**src/rtl/uart_pkg.sv**
```systemverilog
// Shared types and helpers for the configurable UART transmit path.
// Frame states, parity modes and data-field length clamping.
package uart_pkg;

    typedef enum logic [2:0] {
        IDLE,
        FETCH,
        START,
        DATA,
        PARITY,
        STOP
    } tx_state_t;

    typedef enum logic [1:0] {
        PAR_NONE = 2'b00,
        PAR_EVEN = 2'b01,
        PAR_ODD  = 2'b10
    } parity_mode_t;

    localparam int MIN_DATA_BITS = 5;

    // Encoding 2'b11 is reserved and behaves as no parity.
    function automatic parity_mode_t decode_parity(input logic [1:0] p);
        parity_mode_t m;
        case (p)
            2'b01:   m = PAR_EVEN;
            2'b10:   m = PAR_ODD;
            default: m = PAR_NONE;
        endcase
        return m;
    endfunction

    function automatic logic [3:0] clamp_bits(
        input logic [3:0] req,
        input logic [3:0] max_bits
    );
        logic [3:0] n;
        if (req < 4'(MIN_DATA_BITS))
            n = 4'(MIN_DATA_BITS);
        else if (req > max_bits)
            n = max_bits;
        else
            n = req;
        return n;
    endfunction

endpackage

```
**src/rtl/baud_from_osr.sv**
```systemverilog
// Divides oversample ticks down to one baud tick every OSR ticks.
// Counter is held cleared while disabled so each frame starts on a fresh period.
module baud_from_osr #(
    parameter int OSR = 16
) (
    input  logic clk_i,
    input  logic reset_i,
    input  logic en_i,
    input  logic osr_tick_i,
    output logic baud_tick_o
);

    localparam int CW = $clog2(OSR + 1);
    localparam logic [CW-1:0] LAST = CW'(OSR - 1);

    logic [CW-1:0] cnt_q;

    always_ff @(posedge clk_i) begin
        if (reset_i || !en_i)
            cnt_q <= '0;
        else if (osr_tick_i)
            cnt_q <= (cnt_q == LAST) ? '0 : cnt_q + 1'b1;
    end

    assign baud_tick_o = en_i && osr_tick_i && (cnt_q == LAST);

endmodule

```
**src/rtl/tx_engine_cfg.sv**
```systemverilog
// Runtime-configurable UART transmitter: FIFO word in, one framed
// character out per word with snapshotted length/parity/stop/order.
module tx_engine_cfg
    import uart_pkg::*;
#(
    parameter int OSR           = 16,
    parameter int MAX_DATA_BITS = 9
) (
    input  logic                     clk_i,
    input  logic                     reset_i,
    input  logic                     osr_tick_i,
    input  logic                     tx_fifo_empty_i,
    input  logic                     tx_fifo_valid_i,
    input  logic [MAX_DATA_BITS-1:0] tx_fifo_data_i,
    output logic                     tx_fifo_ren_o,
    input  logic                     tx_en_i,
    input  logic [3:0]               data_bits_i,
    input  logic [1:0]               parity_i,
    input  logic                     stop2_i,
    input  logic                     msb_first_i,
    output logic                     tx_busy_o,
    output logic                     frame_done_o,
    output logic                     transmit_bit_o
);

    localparam int MW = MAX_DATA_BITS;

    tx_state_t        state_q, state_d;
    logic [MW-1:0]    shift_q, shift_d;
    logic [3:0]       nbits_q, nbits_d;
    logic [3:0]       cnt_q, cnt_d;
    logic             par_en_q, par_en_d;
    logic             par_bit_q, par_bit_d;
    logic             stop2_q, stop2_d;
    logic             ren_q, ren_d;
    logic             busy_q, busy_d;
    logic             done_q, done_d;
    logic             line_q, line_d;

    logic             capture;
    logic             baud_en;
    logic             baud_tick;
    logic [3:0]       req_nbits;
    logic [MW-1:0]    fld;
    logic [MW-1:0]    fld_full_rev;
    logic [MW-1:0]    fld_rev;
    parity_mode_t     pmode;

    // A valid seen while the read strobe is still out belongs to no request.
    assign capture = (state_q == FETCH) && tx_fifo_valid_i && !ren_q;
    assign baud_en = capture
                  || (state_q == START)
                  || (state_q == DATA)
                  || (state_q == PARITY)
                  || (state_q == STOP);

    baud_from_osr #(
        .OSR(OSR)
    ) u_baud (
        .clk_i      (clk_i),
        .reset_i    (reset_i),
        .en_i       (baud_en),
        .osr_tick_i (osr_tick_i),
        .baud_tick_o(baud_tick)
    );

    // Mask unused high bits; MSB-first words are pre-reversed so the
    // shifter always emits from bit 0.
    always_comb begin
        req_nbits    = clamp_bits(data_bits_i, 4'(MW));
        pmode        = decode_parity(parity_i);
        fld          = tx_fifo_data_i & ~({MW{1'b1}} << req_nbits);
        fld_full_rev = '0;
        for (int i = 0; i < MW; i++)
            fld_full_rev[i] = fld[MW-1-i];
        fld_rev      = fld_full_rev >> (4'(MW) - req_nbits);
    end

    always_comb begin
        state_d   = state_q;
        shift_d   = shift_q;
        nbits_d   = nbits_q;
        cnt_d     = cnt_q;
        par_en_d  = par_en_q;
        par_bit_d = par_bit_q;
        stop2_d   = stop2_q;
        ren_d     = 1'b0;
        busy_d    = busy_q;
        done_d    = 1'b0;
        line_d    = line_q;
        unique case (state_q)
            IDLE: begin
                if (tx_en_i && !tx_fifo_empty_i) begin
                    state_d = FETCH;
                    ren_d   = 1'b1;
                    busy_d  = 1'b1;
                end
            end
            FETCH: begin
                if (capture) begin
                    shift_d   = msb_first_i ? fld_rev : fld;
                    nbits_d   = req_nbits;
                    par_en_d  = (pmode != PAR_NONE);
                    par_bit_d = (^fld) ^ (pmode == PAR_ODD);
                    stop2_d   = stop2_i;
                    cnt_d     = '0;
                    state_d   = START;
                end
            end
            START: begin
                if (baud_tick) begin
                    line_d  = 1'b0;
                    state_d = DATA;
                end
            end
            DATA: begin
                if (baud_tick) begin
                    line_d  = shift_q[0];
                    shift_d = shift_q >> 1;
                    if (cnt_q == nbits_q - 4'd1) begin
                        cnt_d   = '0;
                        state_d = par_en_q ? PARITY : STOP;
                    end else begin
                        cnt_d = cnt_q + 4'd1;
                    end
                end
            end
            PARITY: begin
                if (baud_tick) begin
                    line_d  = par_bit_q;
                    state_d = STOP;
                end
            end
            STOP: begin
                if (baud_tick) begin
                    line_d = 1'b1;
                    if (cnt_q == (stop2_q ? 4'd2 : 4'd1)) begin
                        cnt_d   = '0;
                        busy_d  = 1'b0;
                        done_d  = 1'b1;
                        state_d = IDLE;
                    end else begin
                        cnt_d = cnt_q + 4'd1;
                    end
                end
            end
            default: begin
                state_d = IDLE;
                busy_d  = 1'b0;
                line_d  = 1'b1;
            end
        endcase
    end

    always_ff @(posedge clk_i) begin
        if (reset_i) begin
            state_q   <= IDLE;
            shift_q   <= '0;
            nbits_q   <= 4'(MIN_DATA_BITS);
            cnt_q     <= '0;
            par_en_q  <= 1'b0;
            par_bit_q <= 1'b0;
            stop2_q   <= 1'b0;
            ren_q     <= 1'b0;
            busy_q    <= 1'b0;
            done_q    <= 1'b0;
            line_q    <= 1'b1;
        end else begin
            state_q   <= state_d;
            shift_q   <= shift_d;
            nbits_q   <= nbits_d;
            cnt_q     <= cnt_d;
            par_en_q  <= par_en_d;
            par_bit_q <= par_bit_d;
            stop2_q   <= stop2_d;
            ren_q     <= ren_d;
            busy_q    <= busy_d;
            done_q    <= done_d;
            line_q    <= line_d;
        end
    end

    assign tx_fifo_ren_o  = ren_q;
    assign tx_busy_o      = busy_q;
    assign frame_done_o   = done_q;
    assign transmit_bit_o = line_q;

endmodule

```
**config.mk**
```make
export PLATFORM = sky130hd
export DESIGN_NAME = tx_engine_cfg
export DESIGN_NICKNAME = d
export VERILOG_FILES = /design/src/rtl/uart_pkg.sv /design/src/rtl/baud_from_osr.sv /design/src/rtl/tx_engine_cfg.sv
export SDC_FILE = /design/constraint.sdc
export NUM_CORES = 1
export LEC_CHECK = 0
export CELL_PAD_IN_SITES_DETAIL_PLACEMENT = 1
export CELL_PAD_IN_SITES_GLOBAL_PLACEMENT = 1
export CORE_ASPECT_RATIO = 1.2
export CORE_MARGIN = 2
export CORE_UTILIZATION = 42
export DETAILED_ROUTE_END_ITERATION = 12
export PLACE_DENSITY_LB_ADDON = 0.1
export RECOVER_POWER = 100
export SETUP_SLACK_MARGIN = 0.05
export SLEW_MARGIN = 20
export SYNTH_ARGS = -nofsm -noshare
export SYNTH_HDL_FRONTEND = slang
export SYNTH_SLANG_ARGS = --single-unit
```
**constraint.sdc**
```tcl
create_clock -name clk_i -period 3 [get_ports clk_i]
set_clock_uncertainty 0.05 [all_clocks]
set_input_delay 0.45 -clock clk_i [delete_from_list [all_inputs] [get_ports clk_i]]
set_output_delay 0.45 -clock clk_i [all_outputs]
set_load 0.02 [all_outputs]
```
==> run metrics <==
unrepaired setup endpoints after global routing no; Critical Path Start Type input port; CTS buffer count 5; Slew Limit Fails 0; critical path peak fanout 16; Detail Placement HPWL 5238 µm; minimum clock period 2.633 ns; mean number of vias per cell 6.142; cts hold-fix bufs 0; WL met1 2924 µm; top-area cell type share of the netlist area 0.2778; # port buffers 26; measured slew at the worst slew-check pin 0.9261 ns; Leak 1.019 nW; Final Net Count 348; DR pass1 iterations 4; type of the worst setup path input port to flip-flop; share of cells above drive strength 1 0.08176; Gates resized, CTS repair 0; CTS tree done; Fin. Hold Viols 0; DRC Markers 0; final instance area 0.002724 mm²; met3 WL 195 µm; H-tree Lvls 2; final setup fails 0; Place WS 0.2308 ns; post-synth top area cell dfxtp_1; status finished, final reports clean; core box area 0.005298 mm²; commonest cells after routing, fill and taps aside 32 x dfxtp_1, 26 x nand2_1, 24 x nor2_1, 20 x a21oi_1, 18 x clkdlybuf4s50_1; Synth area leaders dfxtp_1 28%, a21oi_1 4.3%, nand2_1 4.2%; Antenna Nets Post-Route 0; Syn Area/Cell 7.817 µm²; most common cell after layout, fill and taps aside dfxtp_1; Worst Hold Class flip-flop to flip-flop; first-pass GRT wire length 11900 µm; Die Width 71.64 µm; PwrDens 483.6 mW/mm²; data arrival time of the worst path 2.79 ns; FF+latch count, synth 32; synth unique cells 63; routed wire length 6906 µm; GP Congestion 0.9115; Top Ports 27; Tot GR Track Use 0.2450; footprint of the multi-input gates 0.001506 mm²; vias in the first global route 2483; yosys warns 0; Die Area 0.006102 mm²; total placed instance area 0.002645 mm²; initial antenna violation count 0; register area share after synthesis 0.2778; ys async rst share 0; row count 29; register area 640.6 µm²; starting density of the core 0.4353; DR WL/cell 18.17 µm; clk buf depth 2; ANT cells 0; routed wl met2 3590 µm; Synthesized Nets 325; Max-slew headroom 0.3778; Main synth FF type dfxtp_1; Root Driver clkbuf_8; fin crit share 0.8775; post-synthesis instance total 295; filler cell count 678; Max VDD drop 0.0002036 V; final setup margin 0.3674 ns; largest net degree at the start of global routing 21; number of max-cap violations 0; die height 85.17 µm; P&R area growth vs syn 18.12%; Reg clk slew, reported paths 0.07 ns; Worst EP required 3.16 ns; total grt overflow 0; Skew-Pair Late Insertion Delay 0.28 ns; CTS sink count 32; Post-synth EDFFs 0; fmax 379.9 MHz; final setup TNS 0 ns; Setup crit end kind flip-flop; 1st-iter DRT viols 120; postcts setup bufs 0; Top Layer Used met4; Syn Std Cell Area 0.002306 mm²; vias after detailed routing 2334
where the power goes:
part	total [mW]	internal (mW)	switching [mW]
sequential	0.523	0.472	0.0501
clock	0.352	0.204	0.148
combinational	0.443	0.185	0.258
stage by stage:
stage	util	power [mW]	hold slack [ns]	cells
detailed placement	0.4993	0.9785	0.4052	373
floorplan	-	0.8286	0.3822	295
global placement	0.4993	0.9646	0.4012	373
CTS	0.5175	1.337	0.4156	380
global route	0.5142	1.400	0.4408	380
finish	0.5142	1.317	0.4126	380
cells in the mapped netlist, drive strengths merged, types with 3 or more instances:
cell type,n
nand3b,4
nor4,5
clkbuf,17
a21oi,20
a211oi,4
nor3,9
o21ai,17
mux2i,9
xor2,6
o21a,3
nor2,24
or3,6
o211ai,6
dfxtp,32
nand2b,5
buf,5
o2111ai,3
and3,4
a31oi,3
ha,7
nand2,26
a221oi,4
nand3,7
a22oi,3
inv,14
xnor2,8
or3b,3
o22ai,3
logic make-up after synthesis:
group | share of synthesized area
and+or+nand+nor | 0.2339
AOI/OAI and AO/OA | 0.2697
buffers and inverters | 0.06457
DFF | 0.2778
xor gates and xnor gates | 0.06294
muxes | 0.04883
adders and majority gates | 0.04232
worst max-delay path, stage by stage:
cell and delay (ns):
dlygate4sd3_1 0.55, buf_4 0.19, ha_1 0.21, ha_1 0.17, nor2b_1 0.39, xnor2_1 0.19, xnor2_1 0.16, xnor3_1 0.34
a21oi_1 0.15
flip-flops by register name, summed over array words and instances (netlist names), 3 cells and up:
register,flops
u_baud.cnt_q,5
shift_q,9
state_q,3
nbits_q,4
cnt_q,4
routing by layer:
layer | vias to the layer above | track usage
li1 | 1127 | -
met1 | 1139 | 0.2844
met2 | 50 | 0.4411
met3 | 18 | 0.03800
met4 | 0 | 0.1012
met5 | - | 0
path summary, 6_finish.rpt:
kind / startpoint / endpoint / slack (ns) / cells past startpoint
max: data_bits_i[3] / par_bit_q / 0.37 / 9
min reg2reg: shift_q[7] / shift_q[7] / 0.41 / 2
min: shift_q[7] / shift_q[7] / 0.41 / 2
max reg2reg: cnt_q[0] / state_q[2] / 0.59 / 5
final cells by class:
| type | instances | area share |
|---|---|---|
| inverters | 16 | 0.02205 |
| repair buffers | 38 | 0.1259 |
| well taps | 62 | 0.02848 |
| multi-input cells | 225 | 0.5531 |
| clock buffers | 7 | 0.03537 |
| flip-flops and latches | 32 | 0.2352 |
Note: power is estimated with default switching activity, not from simulation.
